[config.mk]
export PLATFORM = sky130hd
export DESIGN_NAME = sram_1024x32_req_ctrl_flat
export DESIGN_NICKNAME = d
export VERILOG_FILES = /design/src/rtl/sram_1024x32_req_ctrl_if.sv /design/src/rtl/sram_1024x32_req_ctrl.sv /design/src/flat_wrapper.sv
export SDC_FILE = /design/constraint.sdc
export NUM_CORES = 1
export LEC_CHECK = 0
export CORE_MARGIN = 3
export CORE_UTILIZATION = 36
export CTS_BUF_LIST = sky130_fd_sc_hd__clkbuf_4 sky130_fd_sc_hd__clkbuf_8
export DETAILED_ROUTE_END_ITERATION = 8
export HOLD_SLACK_MARGIN = 0.06
export SLEW_MARGIN = 20
export SYNTH_ARGS = -nofsm -noshare
export SYNTH_HDL_FRONTEND = slang
export SYNTH_SLANG_ARGS = --single-unit
[constraint.sdc]
create_clock -name clk -period 2.3 [get_ports clk]
set_input_delay 0.46 -clock clk [delete_from_list [all_inputs] [get_ports clk]]
set_output_delay 0.46 -clock clk [all_outputs]
set_load 0.02 [all_outputs]
[src/rtl/sram_1024x32_req_ctrl_if.sv]
// Bus bundle between a core-side client, the request controller and the
// sram_1024x32 macro pins.
//   req_*      : valid/ready request channel (client -> controller)
//   resp_*     : first-word-fall-through read response channel (controller -> client)
//   init_done  : array clear sweep finished
//   sram_*     : macro pins (ce/we/addr/wd/wmask driven out, rd sampled in)
// Modport slave is the controller view; master is the client + macro view.
interface sram_1024x32_req_ctrl_if #(
  parameter int unsigned BITS       = 32,
  parameter int unsigned ADDR_WIDTH = 10
);
  logic                  req_valid;
  logic                  req_ready;
  logic                  req_write;
  logic [ADDR_WIDTH-1:0] req_addr;
  logic [BITS-1:0]       req_wdata;
  logic [BITS/8-1:0]     req_bmask;
  logic                  resp_valid;
  logic                  resp_ready;
  logic [BITS-1:0]       resp_data;
  logic                  init_done;
  logic                  sram_ce;
  logic                  sram_we;
  logic [ADDR_WIDTH-1:0] sram_addr;
  logic [BITS-1:0]       sram_wd;
  logic [BITS-1:0]       sram_wmask;
  logic [BITS-1:0]       sram_rd;

  modport slave (
    input  req_valid, req_write, req_addr, req_wdata, req_bmask, resp_ready, sram_rd,
    output req_ready, resp_valid, resp_data, init_done,
    output sram_ce, sram_we, sram_addr, sram_wd, sram_wmask
  );

  modport master (
    output req_valid, req_write, req_addr, req_wdata, req_bmask, resp_ready, sram_rd,
    input  req_ready, resp_valid, resp_data, init_done,
    input  sram_ce, sram_we, sram_addr, sram_wd, sram_wmask
  );
endinterface

[src/rtl/sram_1024x32_req_ctrl.sv]
// Initiator-side controller for the sram_1024x32 macro.
// Accepts valid/ready read/write requests, drives the macro pins from
// registers one cycle after acceptance, samples rd two cycles after
// acceptance into a response FIFO, and optionally zero-fills the array
// after reset before accepting traffic.
// Ports:
//   clk    : single clock, rising edge
//   reset  : synchronous, active-high
//   bus    : slave modport of sram_1024x32_req_ctrl_if (request, response,
//            init_done and macro pin signals)
module sram_1024x32_req_ctrl #(
  parameter int unsigned BITS           = 32,
  parameter int unsigned WORD_DEPTH     = 1024,
  parameter int unsigned ADDR_WIDTH     = 10,
  parameter int unsigned RESP_DEPTH     = 4,
  parameter int unsigned CLEAR_ON_RESET = 1
) (
  input  logic                          clk,
  input  logic                          reset,
  sram_1024x32_req_ctrl_if.slave        bus
);

  localparam int unsigned NBYTES = BITS / 8;
  localparam int unsigned PTR_W  = (RESP_DEPTH > 1) ? $clog2(RESP_DEPTH) : 1;
  localparam int unsigned CNT_W  = $clog2(RESP_DEPTH + 1);
  localparam int unsigned OCC_W  = CNT_W + 2;
  localparam logic [ADDR_WIDTH-1:0] LAST_ADDR = ADDR_WIDTH'(WORD_DEPTH - 1);

  typedef enum logic {
    ST_CLEAR = 1'b0,
    ST_RUN   = 1'b1
  } state_e;

  localparam state_e RST_STATE = (CLEAR_ON_RESET != 0) ? ST_CLEAR : ST_RUN;

  state_e                state_q, state_d;
  logic [ADDR_WIDTH-1:0] clr_cnt_q, clr_cnt_d;

  logic                  ce_q, ce_d;
  logic                  we_q, we_d;
  logic [ADDR_WIDTH-1:0] addr_q, addr_d;
  logic [BITS-1:0]       wd_q, wd_d;
  logic [BITS-1:0]       wmask_q, wmask_d;
  logic                  init_done_q;

  // Read pipeline: s1 = pins driven this cycle, s2 = rd valid this cycle
  logic                  rd_s1_q, rd_s1_d;
  logic                  rd_s2_q;

  logic [BITS-1:0]       fifo_mem [RESP_DEPTH];
  logic [PTR_W-1:0]      wr_ptr_q, rd_ptr_q;
  logic [CNT_W-1:0]      cnt_q;

  logic [OCC_W-1:0]      occ_c;
  logic                  ready_c;
  logic                  accept_c;
  logic                  push_c;
  logic                  pop_c;
  logic [BITS-1:0]       wmask_exp_c;

  function automatic logic [PTR_W-1:0] ptr_inc(input logic [PTR_W-1:0] p);
    return (p == PTR_W'(RESP_DEPTH - 1)) ? '0 : p + PTR_W'(1);
  endfunction

  // Credits: FIFO slots not yet claimed by stored or in-flight reads
  assign occ_c    = OCC_W'(cnt_q) + OCC_W'(rd_s1_q) + OCC_W'(rd_s2_q);
  assign ready_c  = !reset && (state_q == ST_RUN) && (occ_c < OCC_W'(RESP_DEPTH));
  assign accept_c = bus.req_valid && ready_c;
  assign push_c   = rd_s2_q;
  assign pop_c    = (cnt_q != '0) && bus.resp_ready;

  // Byte enables expanded to the bitwise macro mask
  always_comb begin
    wmask_exp_c = '0;
    for (int unsigned i = 0; i < NBYTES; i++) begin
      wmask_exp_c[8*i +: 8] = {8{bus.req_bmask[i]}};
    end
  end

  // Next state and next pin values
  always_comb begin
    state_d   = state_q;
    clr_cnt_d = clr_cnt_q;
    ce_d      = 1'b0;
    we_d      = 1'b0;
    addr_d    = '0;
    wd_d      = '0;
    wmask_d   = '0;
    rd_s1_d   = 1'b0;
    case (state_q)
      ST_CLEAR: begin
        ce_d    = 1'b1;
        we_d    = 1'b1;
        addr_d  = clr_cnt_q;
        wmask_d = '1;
        if (clr_cnt_q == LAST_ADDR) begin
          state_d   = ST_RUN;
          clr_cnt_d = '0;
        end else begin
          clr_cnt_d = clr_cnt_q + ADDR_WIDTH'(1);
        end
      end
      ST_RUN: begin
        if (accept_c) begin
          ce_d    = 1'b1;
          we_d    = bus.req_write;
          addr_d  = bus.req_addr;
          rd_s1_d = !bus.req_write;
          if (bus.req_write) begin
            wd_d    = bus.req_wdata;
            wmask_d = wmask_exp_c;
          end
        end
      end
      default: state_d = RST_STATE;
    endcase
  end

  // State, pin registers and read pipeline
  always_ff @(posedge clk) begin
    if (reset) begin
      state_q     <= RST_STATE;
      clr_cnt_q   <= '0;
      ce_q        <= 1'b0;
      we_q        <= 1'b0;
      addr_q      <= '0;
      wd_q        <= '0;
      wmask_q     <= '0;
      rd_s1_q     <= 1'b0;
      rd_s2_q     <= 1'b0;
      init_done_q <= (CLEAR_ON_RESET == 0);
    end else begin
      state_q     <= state_d;
      clr_cnt_q   <= clr_cnt_d;
      ce_q        <= ce_d;
      we_q        <= we_d;
      addr_q      <= addr_d;
      wd_q        <= wd_d;
      wmask_q     <= wmask_d;
      rd_s1_q     <= rd_s1_d;
      rd_s2_q     <= rd_s1_q;
      init_done_q <= (state_d == ST_RUN);
    end
  end

  // Response FIFO pointers and occupancy
  always_ff @(posedge clk) begin
    if (reset) begin
      wr_ptr_q <= '0;
      rd_ptr_q <= '0;
      cnt_q    <= '0;
    end else begin
      if (push_c) wr_ptr_q <= ptr_inc(wr_ptr_q);
      if (pop_c)  rd_ptr_q <= ptr_inc(rd_ptr_q);
      case ({push_c, pop_c})
        2'b10:   cnt_q <= cnt_q + CNT_W'(1);
        2'b01:   cnt_q <= cnt_q - CNT_W'(1);
        default: cnt_q <= cnt_q;
      endcase
    end
  end

  // FIFO storage; rd is captured in the cycle it is guaranteed valid
  always_ff @(posedge clk) begin
    if (push_c) fifo_mem[wr_ptr_q] <= bus.sram_rd;
  end

  assign bus.req_ready  = ready_c;
  assign bus.resp_valid = (cnt_q != '0);
  assign bus.resp_data  = fifo_mem[rd_ptr_q];
  assign bus.init_done  = init_done_q;
  assign bus.sram_ce    = ce_q;
  assign bus.sram_we    = we_q;
  assign bus.sram_addr  = addr_q;
  assign bus.sram_wd    = wd_q;
  assign bus.sram_wmask = wmask_q;

endmodule

[src/flat_wrapper.sv]
// flat-port wrapper written by rule: the top's interface ports become plain ports
module sram_1024x32_req_ctrl_flat 
#(
  parameter int unsigned BITS           = 32,
  parameter int unsigned WORD_DEPTH     = 1024,
  parameter int unsigned ADDR_WIDTH     = 10,
  parameter int unsigned RESP_DEPTH     = 4,
  parameter int unsigned CLEAR_ON_RESET = 1
)
  (clk, reset, bus_req_valid, bus_req_write, bus_req_addr, bus_req_wdata, bus_req_bmask, bus_resp_ready, bus_sram_rd, bus_req_ready, bus_resp_valid, bus_resp_data, bus_init_done, bus_sram_ce, bus_sram_we, bus_sram_addr, bus_sram_wd, bus_sram_wmask);
  sram_1024x32_req_ctrl_if #(.BITS(BITS), .ADDR_WIDTH(ADDR_WIDTH)) bus_i ();
  input  logic clk;
  input  logic reset;
  input wire logic [$bits(bus_i.req_valid)-1:0] bus_req_valid;
  input wire logic [$bits(bus_i.req_write)-1:0] bus_req_write;
  input wire logic [$bits(bus_i.req_addr)-1:0] bus_req_addr;
  input wire logic [$bits(bus_i.req_wdata)-1:0] bus_req_wdata;
  input wire logic [$bits(bus_i.req_bmask)-1:0] bus_req_bmask;
  input wire logic [$bits(bus_i.resp_ready)-1:0] bus_resp_ready;
  input wire logic [$bits(bus_i.sram_rd)-1:0] bus_sram_rd;
  output wire logic [$bits(bus_i.req_ready)-1:0] bus_req_ready;
  output wire logic [$bits(bus_i.resp_valid)-1:0] bus_resp_valid;
  output wire logic [$bits(bus_i.resp_data)-1:0] bus_resp_data;
  output wire logic [$bits(bus_i.init_done)-1:0] bus_init_done;
  output wire logic [$bits(bus_i.sram_ce)-1:0] bus_sram_ce;
  output wire logic [$bits(bus_i.sram_we)-1:0] bus_sram_we;
  output wire logic [$bits(bus_i.sram_addr)-1:0] bus_sram_addr;
  output wire logic [$bits(bus_i.sram_wd)-1:0] bus_sram_wd;
  output wire logic [$bits(bus_i.sram_wmask)-1:0] bus_sram_wmask;
  assign bus_i.req_valid = bus_req_valid;
  assign bus_i.req_write = bus_req_write;
  assign bus_i.req_addr = bus_req_addr;
  assign bus_i.req_wdata = bus_req_wdata;
  assign bus_i.req_bmask = bus_req_bmask;
  assign bus_i.resp_ready = bus_resp_ready;
  assign bus_i.sram_rd = bus_sram_rd;
  assign bus_req_ready = bus_i.req_ready;
  assign bus_resp_valid = bus_i.resp_valid;
  assign bus_resp_data = bus_i.resp_data;
  assign bus_init_done = bus_i.init_done;
  assign bus_sram_ce = bus_i.sram_ce;
  assign bus_sram_we = bus_i.sram_we;
  assign bus_sram_addr = bus_i.sram_addr;
  assign bus_sram_wd = bus_i.sram_wd;
  assign bus_sram_wmask = bus_i.sram_wmask;
  sram_1024x32_req_ctrl #(.BITS(BITS), .WORD_DEPTH(WORD_DEPTH), .ADDR_WIDTH(ADDR_WIDTH), .RESP_DEPTH(RESP_DEPTH), .CLEAR_ON_RESET(CLEAR_ON_RESET)) u_core (.clk(clk), .reset(reset), .bus(bus_i));
endmodule
==> results.cfg, run 1 <==
[global_routing]
grt_overflow = 0
antenna_found_initial = 0
grt_pass1_vias = 4878
grt_pass1_wl_mm = 25.7
grt_max_degree = 50
track_usage = 0.149

[timing]
finalCriticalPeriod_ps = 2280
fmax_mhz = 439
finalCritPeriodShare = 0.991
rsz0062_at_grt = true
drv_slew = 0
tns_ps = 0
relSlewSlack = 0.652
hold_violations = 0
fin_skew_ps = 13.4
finalSetupViolCount = 0
postLayoutSetupSlackWorst_ps = 19.9
worst_pin_slew_ps = 522

[hold_path]
hp-start = u_core.rd_s1_q$_SDFF_PP0_
hold_path_class = register to register
hold_path_depth = 1
min_delay_worst_endpoint = u_core.push_c$_SDFF_PP0_

[yosys]
ys_warn_count = 0
syn_area_um2 = 7510
synth.net_count = 582
synth_cell_type_count = 42
ys_top_cells_by_area = edfxtp_1, dfxtp_1, mux4_2
yosysSeqAreaShare = 0.698
yosysTopAreaCell = edfxtp_1
async_flop_share = 0
synth.top_cell.area_share = 0.512
ys_seq_elements = 198
syn_area_per_cell_um2 = 15.4
synth_edf_count = 128
synth_flop_cell = edfxtp_1
synthCells = 489

[placement]
placed_area_um2 = 9690
io_buffers = 193
gp_congestion = 0.787
dp_hpwl_mm = 11.2
dp_slack_ps = -33.9

[floorplanning]
die_area_um2 = 22600
initial_utilization = 0.369
core_um2 = 20400
die_h_um = 150
pin_count = 194
die_w_um = 150
row_count = 52

[cts]
cts-root-buf = clkbuf_8
cts_sinks = 198
htreeDepth = 4
postCtsHoldBufs = 0
clock_latency_ps = 450
path_clk_slew_ps = 100
cts_tree = built
cts_made_buffers = 17
cts_buffer_depth = 2

[route]
final_antenna_net_count = 0
wire_per_inst_um = 17.6
initialDrtViolationCount = 242
drc = 0
first_pass_iters = 4
routed_via_density = 4.84
routed_wirelength_mm = 16.7
via_count = 4594

[setup_path]
critPathKind = register to output pin
timing.rr.end = u_core.cnt_q[2]$_SDFFE_PP0P_
critPathArrivalTime_ps = 1820
worst_path_max_delay_cell = mux4_2
max_stage_delay_ps = 500
timing.rr.start = u_core.cnt_q[2]$_SDFFE_PP0P_
crit_fanout = 10
start_kind = register
cp-end-kind = output pin
cp_cell_sequence = bufbuf_16, mux4_2, buf_2
reg2regPathDepth = 8
ff2ff_setup_slack_ps = 370
crit_required_ps = 1840

[outcome]
outcome = finished, final reports clean

[cells_and_area]
syn2layout_area_growth_pct = 33.8
fin_nets = 762
antenna_cells = 0
stdcell_area_um2 = 10000
drive_gt1_frac = 0.197
fin_util = 0.493

[power_and_ir_drop]
p_leak_nw = 3.47
peakVddDrop_uv = 466
power_density_nw_per_um2 = 647

[run]
maxCapViolCount = 0
==> area by class of cell <==
type / instances / area [um2]
Clock buffer: 18 / 241
Clock inverter: 12 / 170
Fill cell: 1745 / 10300
Inverter: 42 / 158
Multi-Input combinational cell: 195 / 1820
Sequential cell: 198 / 5260
Tap cell: 270 / 338
Timing Repair Buffer: 215 / 2070
==> placed cells by master (no fill, tap or decap), types with 3 or more instances in the layout <==
cell	instances
bufinv_16	3
clkdlybuf4s50_1	159
dfxtp_1	64
buf_2	30
buf_6	4
ha_1	8
inv_8	4
nand2_1	24
nand3_1	7
xor2_1	3
and2_2	4
o21ai_0	4
nor2_1	12
edfxtp_1	128
a21oi_1	10
buf_4	13
or3_1	6
nor4_1	33
inv_1	42
buf_12	7
dfxtp_2	5
clkbuf_8	17
mux4_2	32
o31ai_1	17
==> worst max-delay path by stage <==
| stage | start | to | slack (ps) | cells past startpoint |
|---|---|---|---|---|
| floorplan | u_core.cnt_q[0]$_SDFFE_PP0P_ | bus_req_ready | 320 | 6 |
| global placement | reset | bus_req_ready | 2 | 4 |
| detailed placement | bus_resp_ready | u_core.cnt_q[2]$_SDFFE_PP0P_ | -30 | 9 |
| CTS | register | bus_resp_data[30] | -40 | 3 |
| global route | register | bus_resp_data[3] | -90 | 3 |
| finish | register | bus_resp_data[3] | 20 | 3 |
==> worst max-delay path, delay by kind of cell (launching register included) <==
kind / cells / cell delay [ps]
multiplexers: 1 / 500
buffers and inverters: 2 / 470
flip-flops: 1 / 400
==> state kept, by name, summed over array words and instances, names as in the netlist, named ones only <==
signal                 flops
u_core.fifo_mem          128
u_core.wr_ptr_q            2
u_core.cnt_q               3
u_core.bus.sram_we         1
u_core.rd_s1_q             1
u_core.bus.sram_wd        32
u_core.rd_ptr_q            2
u_core.clr_cnt_q          10
u_core.push_c              1
u_core.bus.sram_wmask      4
u_core.bus.sram_addr      10
u_core.bus.sram_ce         1
u_core.bus.init_done       1
==> cell families after synthesis <==
| logic type | Yosys count | share of synthesized area |
|---|---|---|
| mux | 34 | 0.0986 |
| fa+ha+maj | 10 | 0.0177 |
| buf+inv | 96 | 0.0648 |
| simple gates | 106 | 0.0789 |
| xor+xnor | 4 | 0.00466 |
| flops | 198 | 0.698 |
| compound gates | 41 | 0.0371 |
==> repair_timing <==
action | 4_1_cts | 5_1_grt
gates resized for setup | 138 | 14
pin swaps | 0 | 1
buffers inserted | 3 | 1
cloned | 1 | 0
endpoints found under the setup margin | 42 | 25
==> power by group <==
part | total, mW | internal (mW) | switching, mW
sequential | 3.81 | 3.79 | 0.0246
combinational | 0.360 | 0.206 | 0.154
clock | 2.33 | 1.11 | 1.22
==> per-stage QoR <==
step	total power [mW]	instances	hold slack [ps]
floorplan	4.03	489	442
global placement	4.25	915	455
detailed placement	4.26	915	473
global route	6.75	950	484
CTS	6.60	949	482
finish	6.50	950	506
==> synthesized netlist by cell type, drive strengths merged (2+ instances only) <==
library cell,count
clkbuf,10
and4,2
nand4b,2
nor4,33
nand3,8
edfxtp,128
nor2,12
or3,6
o31ai,17
ha,9
or4,2
o21ai,4
nand3b,2
mux2i,2
nor2b,2
inv,42
mux4,32
a21oi,11
xor2,3
o32ai,2
buf,44
and2,5
nand2,24
nand2b,2
o22ai,2
dfxtp,70
==> per-layer routing <==
metal  vias to the layer above  share of wire  GRT usage
li1                       2160              -          -
met1                      2230           0.43      0.185
met2                       189           0.46      0.236
met3                        15           0.11     0.0659
met4                         0          0.011     0.0430
met5                         -              0          0
Power figures use the tool's default switching activity.
==> run 2, diff against run 1 <==
- clock period: 2.3 -> 2.15 ns (I/O delays scaled with it)
==> results.cfg, run 2 (synthesized netlist as in run 1, its figures left out) <==
[outcome]
outcome = finished with violations
violations = setup timing

[floorplanning]
die_h_um = 150
row_count = 52
die_w_um = 150
initial_utilization = 0.369
die_area_um2 = 22600
pin_count = 194
core_um2 = 20400

[timing]
hold_violations = 0
worst_pin_slew_ps = 508
fmax_mhz = 450
finalCritPeriodShare = 1.03
postLayoutSetupSlackWorst_ps = -73.6
finalCriticalPeriod_ps = 2220
rsz0062_at_grt = true
finalSetupViolCount = 10
relSlewSlack = 0.660
drv_slew = 0
fin_skew_ps = 18.0
hold_ws_ps = 492
tns_ps = -593

[cells_and_area]
drive_gt1_frac = 0.206
antenna_cells = 0
largest_reg_flops = 128
fin_nets = 765
fin_util = 0.501
layout_commonest_cell = clkdlybuf4s50_1
multi_input_area_um2 = 1840
seq_area_um2 = 5260
largest-register = u_core.fifo_mem
final_cell_mix = clkdlybuf4s50_1, edfxtp_1, dfxtp_1
syn2layout_area_growth_pct = 35.9
nFillCells = 1724

[route]
first_pass_iters = 4
drc = 0
via_count = 4641
routed_wirelength_mm = 16.9
initialDrtViolationCount = 217
routed_via_density = 4.86
wire_per_inst_um = 17.7
final_antenna_net_count = 0

[setup_path]
cp-end-kind = output pin
cp_cell_sequence = buf_12, buf_12, mux4_2, buf_6
critPathArrivalTime_ps = 1790
crit_fanout = 5
critPathKind = register to output pin
crit_required_ps = 1720
max_stage_delay_ps = 520
start_kind = register
worst_path_max_delay_cell = mux4_2
crit_top_cell = buf_12

[cts]
cts_sinks = 198
htreeDepth = 4
clock_latency_ps = 460
cts_buffer_depth = 2
cts-root-buf = clkbuf_8
cts_tree = built
cts_made_buffers = 17
path_clk_slew_ps = 100

[placement]
io_buffers = 193
gp_congestion = 0.766
dp_hpwl_mm = 11.2

[power_and_ir_drop]
peakVddDrop_uv = 347
power_density_nw_per_um2 = 652
p_leak_nw = 3.54

[global_routing]
grt_max_degree = 50
track_usage = 0.151
grt_pass1_vias = 4896
grt_overflow = 0
grt_pass1_wl_mm = 26.0
antenna_found_initial = 0

[run]
maxCapViolCount = 0

[hold_path]
hold_path_class = primary input to register
-- run 2: cell count changes in the layout (fill, tap and decap cells not counted), moves of 3 or more --
cell / previous run / this run
bufinv_16: 3 / 0
buf_2: 30 / 6
clkinv_4: 0 / 3
buf_6: 4 / 27
-- run 2: area by class of cell --
class / instances / share of cell area
multi-input cells: 195 / 0.180
clock inverters: 14 / 0.0116
flip-flops and latches: 198 / 0.515
well taps: 270 / 0.0331
clock buffers: 18 / 0.0236
inverters: 42 / 0.0154
repair buffers: 218 / 0.221
-- run 2: final timing paths --
path	start	end	slack, ps	cells past startpoint
max	register	bus_resp_data[20]	-70	4
min	bus_req_wdata[25]	u_core.bus.sram_wd[25]$_SDFF_PP0_	490	3
min reg2reg	u_core.rd_ptr_q[0]$_SDFFE_PP0P_	register	510	2
max reg2reg	u_core.cnt_q[1]$_SDFFE_PP0P_	u_core.cnt_q[2]$_SDFFE_PP0P_	120	9
-- run 2: per-stage QoR --
| stage | setup WS (ps) | total power [mW] | area, um2 | cells |
|---|---|---|---|---|
| CTS | -145 | 6.74 | 10200 | 954 |
| finish | -73.6 | 6.65 | 10200 | 955 |
| global route | -174 | 6.95 | 10200 | 955 |
| global placement | -101 | 4.55 | 9680 | 916 |
| floorplan | 202 | 4.31 | 7510 | 489 |
| detailed placement | -192 | 4.55 | 9680 | 916 |
-- run 2: report_power, final --
part / leakage, nW / total, mW / internal, mW / switching [mW]
logic: 1.63 / 0.385 / 0.221 / 0.164
clock network: 0.184 / 2.19 / 0.846 / 1.34
registers: 1.72 / 4.08 / 4.05 / 0.0257
-- run 2: what timing repair did --
item,in CTS,in global routing
gates resized for setup,184,23
setup endpoints to repair,50,43
hold buffers,0,0
pin swaps,0,4
cloned,3,0
hold endpoints to repair,0,0
setup buffers,3,3
-- run 2: routing by layer --
layer / up-vias / GRT usage / share of wire
li1: 2171 / - / -
met1: 2259 / 0.185 / 0.42
met2: 195 / 0.238 / 0.46
met3: 16 / 0.0774 / 0.11
met4: 0 / 0.0393 / 0.012
met5: - / 0 / 0
-- run 2: critical path, delay by kind of cell, from the launching register on --
family	cells	cell delay, ps
flops	1	420
buf+inv	3	390
mux	1	520
==> run 3, diff against run 2 <==
- CORE_MARGIN: 3 -> 5
- PLACE_DENSITY: not set -> 0.64
==> results.cfg, run 3 (synthesized netlist as in run 1, its figures left out) <==
[outcome]
outcome = finished, final reports clean

[placement]
dp.cells = 918
dp_slack_ps = -229
io_buffers = 193
gp_congestion = 0.850
dp_hpwl_mm = 11.7
placed_area_um2 = 9710

[cells_and_area]
drive_gt1_frac = 0.205
nFillCells = 1715
stdcell_area_um2 = 10300
layout_commonest_cell = clkdlybuf4s50_1
fin_nets = 762
largest_reg_flops = 128
final_cell_mix = clkdlybuf4s50_1, edfxtp_1, dfxtp_1
syn2layout_area_growth_pct = 36.5
fin_util = 0.503
stdcell_count = 953
largest-register = u_core.fifo_mem

[power_and_ir_drop]
combPwrFrac = 0.058
p_leak_nw = 3.55
power_density_nw_per_um2 = 665
peakVddDrop_uv = 335
seq_power_share = 0.598
sw_frac_of_total = 0.208
p_clk_frac = 0.344
finalPower_mw = 6.82
intPower_mw = 5.40
power.switching_mw = 1.42

[setup_path]
critPathKind = register to output pin
crit_required_ps = 1720
max_stage_delay_ps = 530
start_kind = register
critPathArrivalTime_ps = 1710
cp-end-kind = output pin
crit_fanout = 8
cp_cell_sequence = buf_12, mux4_2, buf_6
worst_path_max_delay_cell = mux4_2

[timing]
worst_pin_slew_ps = 502
finalCritPeriodShare = 0.995
fin_skew_ps = 14.9
finalSetupViolCount = 0
tns_ps = 0
rsz0062_at_grt = true
finalCriticalPeriod_ps = 2140
hold_ws_ps = 496
relSlewSlack = 0.665
drv_slew = 0
fmax_mhz = 467
hold_violations = 0
postLayoutSetupSlackWorst_ps = 10.3

[hold_path]
hold_path_class = register to register

[route]
routed_via_density = 4.88
initialDrtViolationCount = 272
routed_wirelength_mm = 17.2
final_antenna_net_count = 0
drc = 0
via_count = 4650
first_pass_iters = 4
wire_per_inst_um = 18.0

[global_routing]
grt_pass1_wl_mm = 26.9
grt_pass1_vias = 4907
grt_max_degree = 50
antenna_found_initial = 0
grt_overflow = 0
track_usage = 0.146

[cts]
cts_buffer_depth = 2
clock_latency_ps = 450
cts_tree = built
path_clk_slew_ps = 80
htreeDepth = 4
cts-root-buf = clkbuf_8
cts_made_buffers = 17
cts_sinks = 198

[floorplanning]
die_area_um2 = 23900
core_um2 = 20400
die_h_um = 154
initial_utilization = 0.369
row_count = 52
pin_count = 194
die_w_um = 154

[run]
maxCapViolCount = 0
run 3: area by class of cell:
class	instances	area, um2	area share
well taps	270	338	0.0330
flip-flops and latches	198	5260	0.513
clock buffers	22	297	0.0289
diodes	1	2.50	0.000244
clock inverters	10	108	0.0105
inverters	42	158	0.0154
multi-input cells	195	1840	0.179
repair buffers	215	2260	0.220
run 3: power by group through the flow:
| stage | Clock (mW) | Combinational, mW | Sequential [mW] |
|---|---|---|---|
| 3_5_place_dp | 0 | 0.394 | 4.17 |
| 5_1_grt | 2.59 | 0.421 | 4.08 |
| 2_1_floorplan | 0 | 0.141 | 4.17 |
| 3_3_place_gp | 0 | 0.387 | 4.17 |
| 6_report | 2.35 | 0.392 | 4.08 |
| 4_1_cts | 2.43 | 0.397 | 4.08 |
run 3: metal layers:
layer  vias up  share of wire  global-route usage
li1       2160              -                   -
met1      2247           0.40               0.176
met2       221           0.47               0.236
met3        22           0.11              0.0673
met4         0          0.015              0.0416
met5         -              0                   0
run 3: final timing paths:
check / from / to / slack [ps] / depth (start not counted)
setup / recovery: register / bus_resp_data[14] / 10 / 3
hold / removal: u_core.rd_ptr_q[0]$_SDFFE_PP0P_ / register / 500 / 2
setup reg to reg: u_core.cnt_q[1]$_SDFFE_PP0P_ / u_core.cnt_q[2]$_SDFFE_PP0P_ / 70 / 9
hold reg to reg: u_core.rd_ptr_q[0]$_SDFFE_PP0P_ / register / 500 / 2
run 3: repair_timing:
action / 4_1_cts / 5_1_grt
gates resized for setup: 210 / 8
pin swaps: 1 / 3
cloned: 2 / 0
setup endpoints to repair: 42 / 43
setup buffers: 2 / 0
hold buffers: 0 / 0
run 3: worst max-delay path: cells and delay by family, from the launching register on:
| family | cells | cell delay, ps |
|---|---|---|
| multiplexers | 1 | 530 |
| flip-flops | 1 | 430 |
| buffers and inverters | 2 | 310 |
